[config.mk]
export PLATFORM = sky130hd
export DESIGN_NAME = ram_bus_bridge
export DESIGN_NICKNAME = d
export VERILOG_FILES = /design/src/rtl/bridge_pkg.sv /design/src/rtl/bridge_wdt.sv /design/src/rtl/ram_bus_bridge.sv
export SDC_FILE = /design/constraint.sdc
export NUM_CORES = 1
export LEC_CHECK = 0
export CAP_MARGIN = 20
export CORE_MARGIN = 10
export CORE_UTILIZATION = 37
export CTS_BUF_LIST = sky130_fd_sc_hd__clkbuf_8
export DETAILED_ROUTE_END_ITERATION = 7
export GPL_TIMING_DRIVEN = 0
export PLACE_DENSITY = 0.84
export SYNTH_ARGS = -nofsm -noshare
export SYNTH_HDL_FRONTEND = slang
export SYNTH_SLANG_ARGS = --single-unit
[constraint.sdc]
create_clock -name clk -period 1.6 [get_ports clk]
set_clock_uncertainty 0.05 [all_clocks]
set_input_delay 0.16 -clock clk [delete_from_list [all_inputs] [get_ports clk]]
set_output_delay 0.16 -clock clk [all_outputs]
set_load 0.02 [all_outputs]
[src/rtl/bridge_pkg.sv]
// rtl/bridge_pkg.sv - shared state encoding and constants for the RAM-to-Wishbone bridge
package bridge_pkg;

    typedef enum logic [1:0] {
        IDLE = 2'd0,
        BUS  = 2'd1,
        DONE = 2'd2
    } bridge_state_t;

    // Low address bits forced on the bus; byte selection travels on sel only.
    localparam logic [1:0] WORD_ALIGN_MASK = 2'b00;

    localparam int DEFAULT_TIMEOUT_CYCLES = 255;

endpackage

[src/rtl/bridge_wdt.sv]
// rtl/bridge_wdt.sv - bus-cycle watchdog; expires once run has been high for TIMEOUT_CYCLES cycles
module bridge_wdt
    import bridge_pkg::*;
#(
    parameter int TIMEOUT_CYCLES = DEFAULT_TIMEOUT_CYCLES
) (
    input  logic clk,
    input  logic nrst,
    input  logic clear,
    input  logic run,
    output logic expired
);

    localparam int CW = $clog2(TIMEOUT_CYCLES + 1);

    logic [CW-1:0] cnt;

    // cnt holds the number of completed BUS cycles, so the current one is cnt+1
    assign expired = run && (cnt == CW'(TIMEOUT_CYCLES - 1));

    always_ff @(posedge clk or negedge nrst) begin
        if (!nrst) begin
            cnt <= '0;
        end else if (clear) begin
            cnt <= '0;
        end else if (run && !expired) begin
            cnt <= cnt + 1'b1;
        end
    end

endmodule

[src/rtl/ram_bus_bridge.sv]
// rtl/ram_bus_bridge.sv - single-outstanding request port to Wishbone-classic master; BRIDGE_TIMEOUT_EN adds a watchdog
module ram_bus_bridge
    import bridge_pkg::*;
#(
    parameter int ADDR_W         = 32,
    parameter int DATA_W         = 32,
    parameter int TIMEOUT_CYCLES = DEFAULT_TIMEOUT_CYCLES
) (
    input  logic              clk,
    input  logic              nrst,
    input  logic [ADDR_W-1:0] addr,
    input  logic [DATA_W-1:0] wdata,
    input  logic              wen,
    input  logic              ren,
    input  logic [3:0]        sel,
    output logic [DATA_W-1:0] rdata,
    output logic              busy,
    output logic              bus_err,
    output logic [ADDR_W-1:0] wb_adr_o,
    output logic [DATA_W-1:0] wb_dat_o,
    output logic [3:0]        wb_sel_o,
    output logic              wb_we_o,
    output logic              wb_cyc_o,
    output logic              wb_stb_o,
    input  logic [DATA_W-1:0] wb_dat_i,
    input  logic              wb_ack_i,
    input  logic              wb_err_i
);

    bridge_state_t state;
    logic          timeout_hit;

    // The request unit retires the access on the DONE edge, so busy drops only there.
    assign busy     = (wen | ren) && (state != DONE);
    assign wb_stb_o = wb_cyc_o;

`ifdef BRIDGE_TIMEOUT_EN
    bridge_wdt #(
        .TIMEOUT_CYCLES(TIMEOUT_CYCLES)
    ) u_wdt (
        .clk    (clk),
        .nrst   (nrst),
        .clear  (state != BUS),
        .run    (state == BUS),
        .expired(timeout_hit)
    );
`else
    logic unused_timeout;
    assign unused_timeout = ^TIMEOUT_CYCLES;
    assign timeout_hit    = 1'b0;
`endif

    always_ff @(posedge clk or negedge nrst) begin
        if (!nrst) begin
            state    <= IDLE;
            rdata    <= '0;
            bus_err  <= 1'b0;
            wb_adr_o <= '0;
            wb_dat_o <= '0;
            wb_sel_o <= '0;
            wb_we_o  <= 1'b0;
            wb_cyc_o <= 1'b0;
        end else begin
            case (state)
                IDLE: begin
                    if (wen | ren) begin
                        wb_adr_o <= {addr[ADDR_W-1:2], addr[1:0] & WORD_ALIGN_MASK};
                        wb_dat_o <= wdata;
                        wb_sel_o <= sel;
                        wb_we_o  <= wen;
                        wb_cyc_o <= 1'b1;
                        state    <= BUS;
                    end
                end
                BUS: begin
                    // Error (or watchdog) terminates the cycle even if ack arrives alongside it.
                    if (wb_err_i || timeout_hit) begin
                        if (!wb_we_o) rdata <= '0;
                        bus_err  <= 1'b1;
                        wb_cyc_o <= 1'b0;
                        state    <= DONE;
                    end else if (wb_ack_i) begin
                        if (!wb_we_o) rdata <= wb_dat_i;
                        wb_cyc_o <= 1'b0;
                        state    <= DONE;
                    end
                end
                DONE:    state <= IDLE;
                default: state <= IDLE;
            endcase
        end
    end

endmodule

== After elaboration in Yosys (flattened, before gate mapping) ==
Index checks and enable logic that the tools add are counted.

* Bits in registers: 103
* Input bits: 106
* Output and inout bits: 105
* Logic and storage cells: 36

* Equality and inequality tests: 6
* Multiplexer cells: 12
* Bitwise logic cells: 1
* Reduce and logical (&&, ||, !) cells: 9

{| class="wikitable"
|+ Operators with widths
! cell !! number
|-
| $mux 32 || 4
|-
| $ne 2x2->1 const B || 4
|-
| $mux 2 || 3
|-
| $reduce_and 2->1 || 3
|-
| $pmux 2 s2 || 1
|-
| $reduce_and 4->1 || 1
|-
| $reduce_bool 2->1 || 2
|-
| $mux 1 || 3
|-
| $ne 3x3->1 const B || 1
|-
| $reduce_and 3->1 || 1
|-
| $eq 2x1->1 const B || 1
|-
| $logic_not 2->1 || 1
|-
| $pmux 1 s2 || 1
|-
| $logic_and 1x1->1 || 1
|-
| $or 1x1->1 || 1
|}

== Longest topological paths before layout ==
* Word-level depth: 3
* Gate-level depth with buffers: 6
* Gate-level depth less buffers: 3

== Worst setup path before layout ==
No wires, ideal clock.

* Path kind: reg-to-reg
* From: register state[1]
* To: register wb_dat_o[23]
* Arrival time: 1.413 ns
* Data required time: 1.425 ns
* Slack: 0.012 ns
* Stages on the path, launching flop included: 6
* Clock period less this slack: 1.588 ns
* Cells stage by stage: dfrtp_1 or3_1 buf_2 buf_6 buf_6 mux2_4

* Longest elaborated chain between the ends: 2

{| class="wikitable"
|+ Ends and longest elaborated chain
! what !! RTL line !! text
|-
| start, declared || ram_bus_bridge.sv:30 || <nowiki>bridge_state_t state;</nowiki>
|-
| start signal, assigned || ram_bus_bridge.sv:55 || <nowiki>state <= IDLE;</nowiki>
|-
| start signal, assigned || ram_bus_bridge.sv:72 || <nowiki>state <= BUS;</nowiki>
|-
| start signal, assigned || ram_bus_bridge.sv:81 || <nowiki>state <= DONE;</nowiki>
|-
| $logic_not 2->1 || ram_bus_bridge.sv:64 || <nowiki>case (state)</nowiki>
|-
| $reduce_and 2->1 (no line) || -- ||
|-
| end signal, assigned || ram_bus_bridge.sv:68 || <nowiki>wb_dat_o <= wdata;</nowiki>
|-
| end, declared || ram_bus_bridge.sv:20 || <nowiki>output logic [DATA_W-1:0] wb_dat_o,</nowiki>
|}

No other way between the ends.
A chain may end at the register's enable or synchronous reset.

== Final worst setup path ==
* From: register state[0]
* To: register wb_dat_o[24]

The elaborated chain is that of the path after synthesis.

==> results.toml <==
[synth]
synth.area.top_cells = "dfrtp_1, mux2_2, nor2b_1, mux2_4, buf_4"
synthesis.area_um2 = 4110
postSynthAreaPerCell_um2 = 15.5
yosysSeqAreaShare = 0.628
yosys.area.top_type_share = 0.628
yosysTopAreaCell = "dfrtp_1"
syn_inst = 265
ys_types = 20
yosysWarnings = 0
yosys_register_bits = 103

[detailed_routing]
vias = 2897
vias_per_cell = 4.56
wl_per_cell_um = 19.3
drc = 0
wirelength_um = 12200
drt_iter0_markers = 152
first_pass_iters = 4
antenna_left = 0

[worst_setup_path]
critPathMaxFanout = 6
path_delay_family = "simple AND/OR/NAND/NOR gates"
rr_worst_depth = 4
critical_path.max_stage_delay_ns = 0.44
crit_path_top_delay_cell = "or3_4"
critPathBufInv = 2
worst_setup_path_start_kind = "flip-flop"
cp.required_ns = 1.79
worst_setup_path_end_kind = "flip-flop"
crit_type = "reg2reg"
r2r_end = "wb_dat_o[24]"
worst-path-stages = 4
r2r_slack_ns = -0.04
crit_arrival_ns = 1.82
crit_chain = "or3_4 -> buf_12 -> buf_12 -> mux2_4"
r2r-start = "state[0]"
crit_path_frequent_cell = "buf_12"

[global_route]
antenna_found_initial = 0
grt_max_degree = 56
grt_pass1_vias = 3252
gr-total-overflow = 0
grt_pass1_wl_um = 18900
track_usage = 0.150

[worst_hold_path]
hold_start = "wb_err_i"
hold_path_class = "in2reg"
hold_depth = 3
hold_end = "rdata[2]"

[clocking]
cts_root_buf = "clkbuf_8"
clock_path_buffers = 2
cts_tree = "done"
clk_latency_ns = 0.35
h-tree-depth = 3
clkSinkCount = 103
path_clk_slew_ns = 0.09
cts_made_buffers = 9

[timing]
worst_pin_slew_ns = 0.673
finalHoldViolCount = 0
hold_slack_ns = 0.251
rsz0062_at_grt = "yes"
fin_crit_sh = 1.02
drv_slew = 0
maxSlewHeadroom = 0.551
max_freq_mhz = 610
finalSetupViolCount = 8
min_period_ns = 1.64
worst_slack_ns = -0.0390

[pwr]
vdd_drop_max_v = 0.00101
p_leak_nw = 3.36
power_density_nw_per_um2 = 2000

[floorplan]
floorplan.io_pins = 211
core_area_um2 = 10800
die_w_um = 125
fp.dieArea_um2 = 15700
rows = 38
die_h_um = 125
start_util = 0.379

[outcome]
violations = "setup timing"
outcome = "finished, violations left"

[run]
maxCapViolCount = 0

[cells_and_area]
mostFrequentLayoutCell = "clkdlybuf4s50_1"
final_area_um2 = 6880
drive_gt1_frac = 0.279
fin_nets = 596
antenna_cells = 0
syn2layout_area_growth_pct = 67.5
final_cell_count_no_fill = 635
nFillCells = 835
layout_common_cells = "clkdlybuf4s50_1, dfrtp_1, mux2_2, dlymetal6s2s_1, nor2b_1"

[placed_design]
dp_cells = 613
place_area_um2 = 6370
port_buffers = 206
place_hpwl_um = 9630
place_congestion = 0.783
per-layer routing:
metal	vias to the layer above	track usage	part of all wire	wire (µm)
li1	1353	-	-	-
met1	1426	0.161	0.38	4630
met2	112	0.272	0.54	6610
met3	6	0.0591	0.074	900
met4	0	0.0346	0.0078	96
met5	-	0	0	0
sequential cells by signal (all words and copies together) (netlist names):
name / count
bus_err: 1
rdata: 32
state: 2
wb_adr_o: 30
wb_cyc_o: 1
wb_dat_o: 32
wb_sel_o: 4
wb_we_o: 1
synthesized netlist by cell type (all sizes together):
library cell	count
dfrtp	103
mux2	99
nor2b	32
buf	14
clkbuf	3
nor2	3
inv	2
a21oi	1
conb	1
nand2	1
nand2b	1
nor3	1
o21ai	1
o21bai	1
o31ai	1
or3	1
cell type report:
cell class | count | area, µm² | share of cell area
Sequential cell | 103 | 2580 | 0.375
Timing Repair Buffer | 215 | 2280 | 0.331
Multi-Input combinational cell | 144 | 1440 | 0.209
Tap cell | 140 | 175 | 0.0255
Clock buffer | 11 | 151 | 0.0220
Clock inverter | 5 | 128 | 0.0186
Buffer | 15 | 121 | 0.0176
Inverter | 2 | 7.51 | 0.00109
logic make-up after synthesis:
group                  share of synthesized area
buffers and inverters                     0.0283
other                                   0.000913
flip-flops                                 0.628
AND/OR/NAND/NOR                           0.0579
AO/OA/AOI/OAI                            0.00609
multiplexers                               0.279
metrics by stage:
step	total power, mW	setup WS [ns]	setup TNS [ns]	utilization
after floorplan	8.14	0.0120	0	-
after global placement	11.4	-3.43	-383.56	0.585
after detailed placement	11.6	-0.472	-33.39	0.588
after CTS	14.0	-0.0963	-1.32	0.622
after global routing	14.5	-0.0816	-0.963	0.634
final	13.7	-0.0390	-0.228	0.634
how the worst max path moves through the flow:
stage	slack, ns	start	to
final	-0.04	state[0]	wb_dat_o[24]
after detailed placement	-0.47	wb_err_i	rdata[19]
after CTS	-0.1	state[0]	wb_dat_o[24]
after global placement	-3.43	nrst	rdata[13]
after global routing	-0.08	state[0]	wb_dat_o[27]
after floorplan	0.01	state[1]	wb_dat_o[23]
worst register-to-register path, delay by kind of cell (launching register included):
kind / cells / cell delay (ns)
simple gates: 1 / 0.44
mux: 1 / 0.30
flops: 1 / 0.43
buf+inv: 2 / 0.29
where the power goes:
| group | leakage (nW) | internal (mW) | switching [mW] |
|---|---|---|---|
| sequential | 1.24 | 3.83 | 0.629 |
| combinational | 1.98 | 3.86 | 3.27 |
| clock | 0.136 | 1.28 | 0.863 |
repair_timing:
action,CTS,global route
pin swaps,1,1
buffers inserted,5,0
hold buffers,1,0
resized for setup,18,53
endpoints found under the hold margin,48,0
gates cloned,1,1
endpoints found under the setup margin,85,143
(Power assumes the default switching activity.)
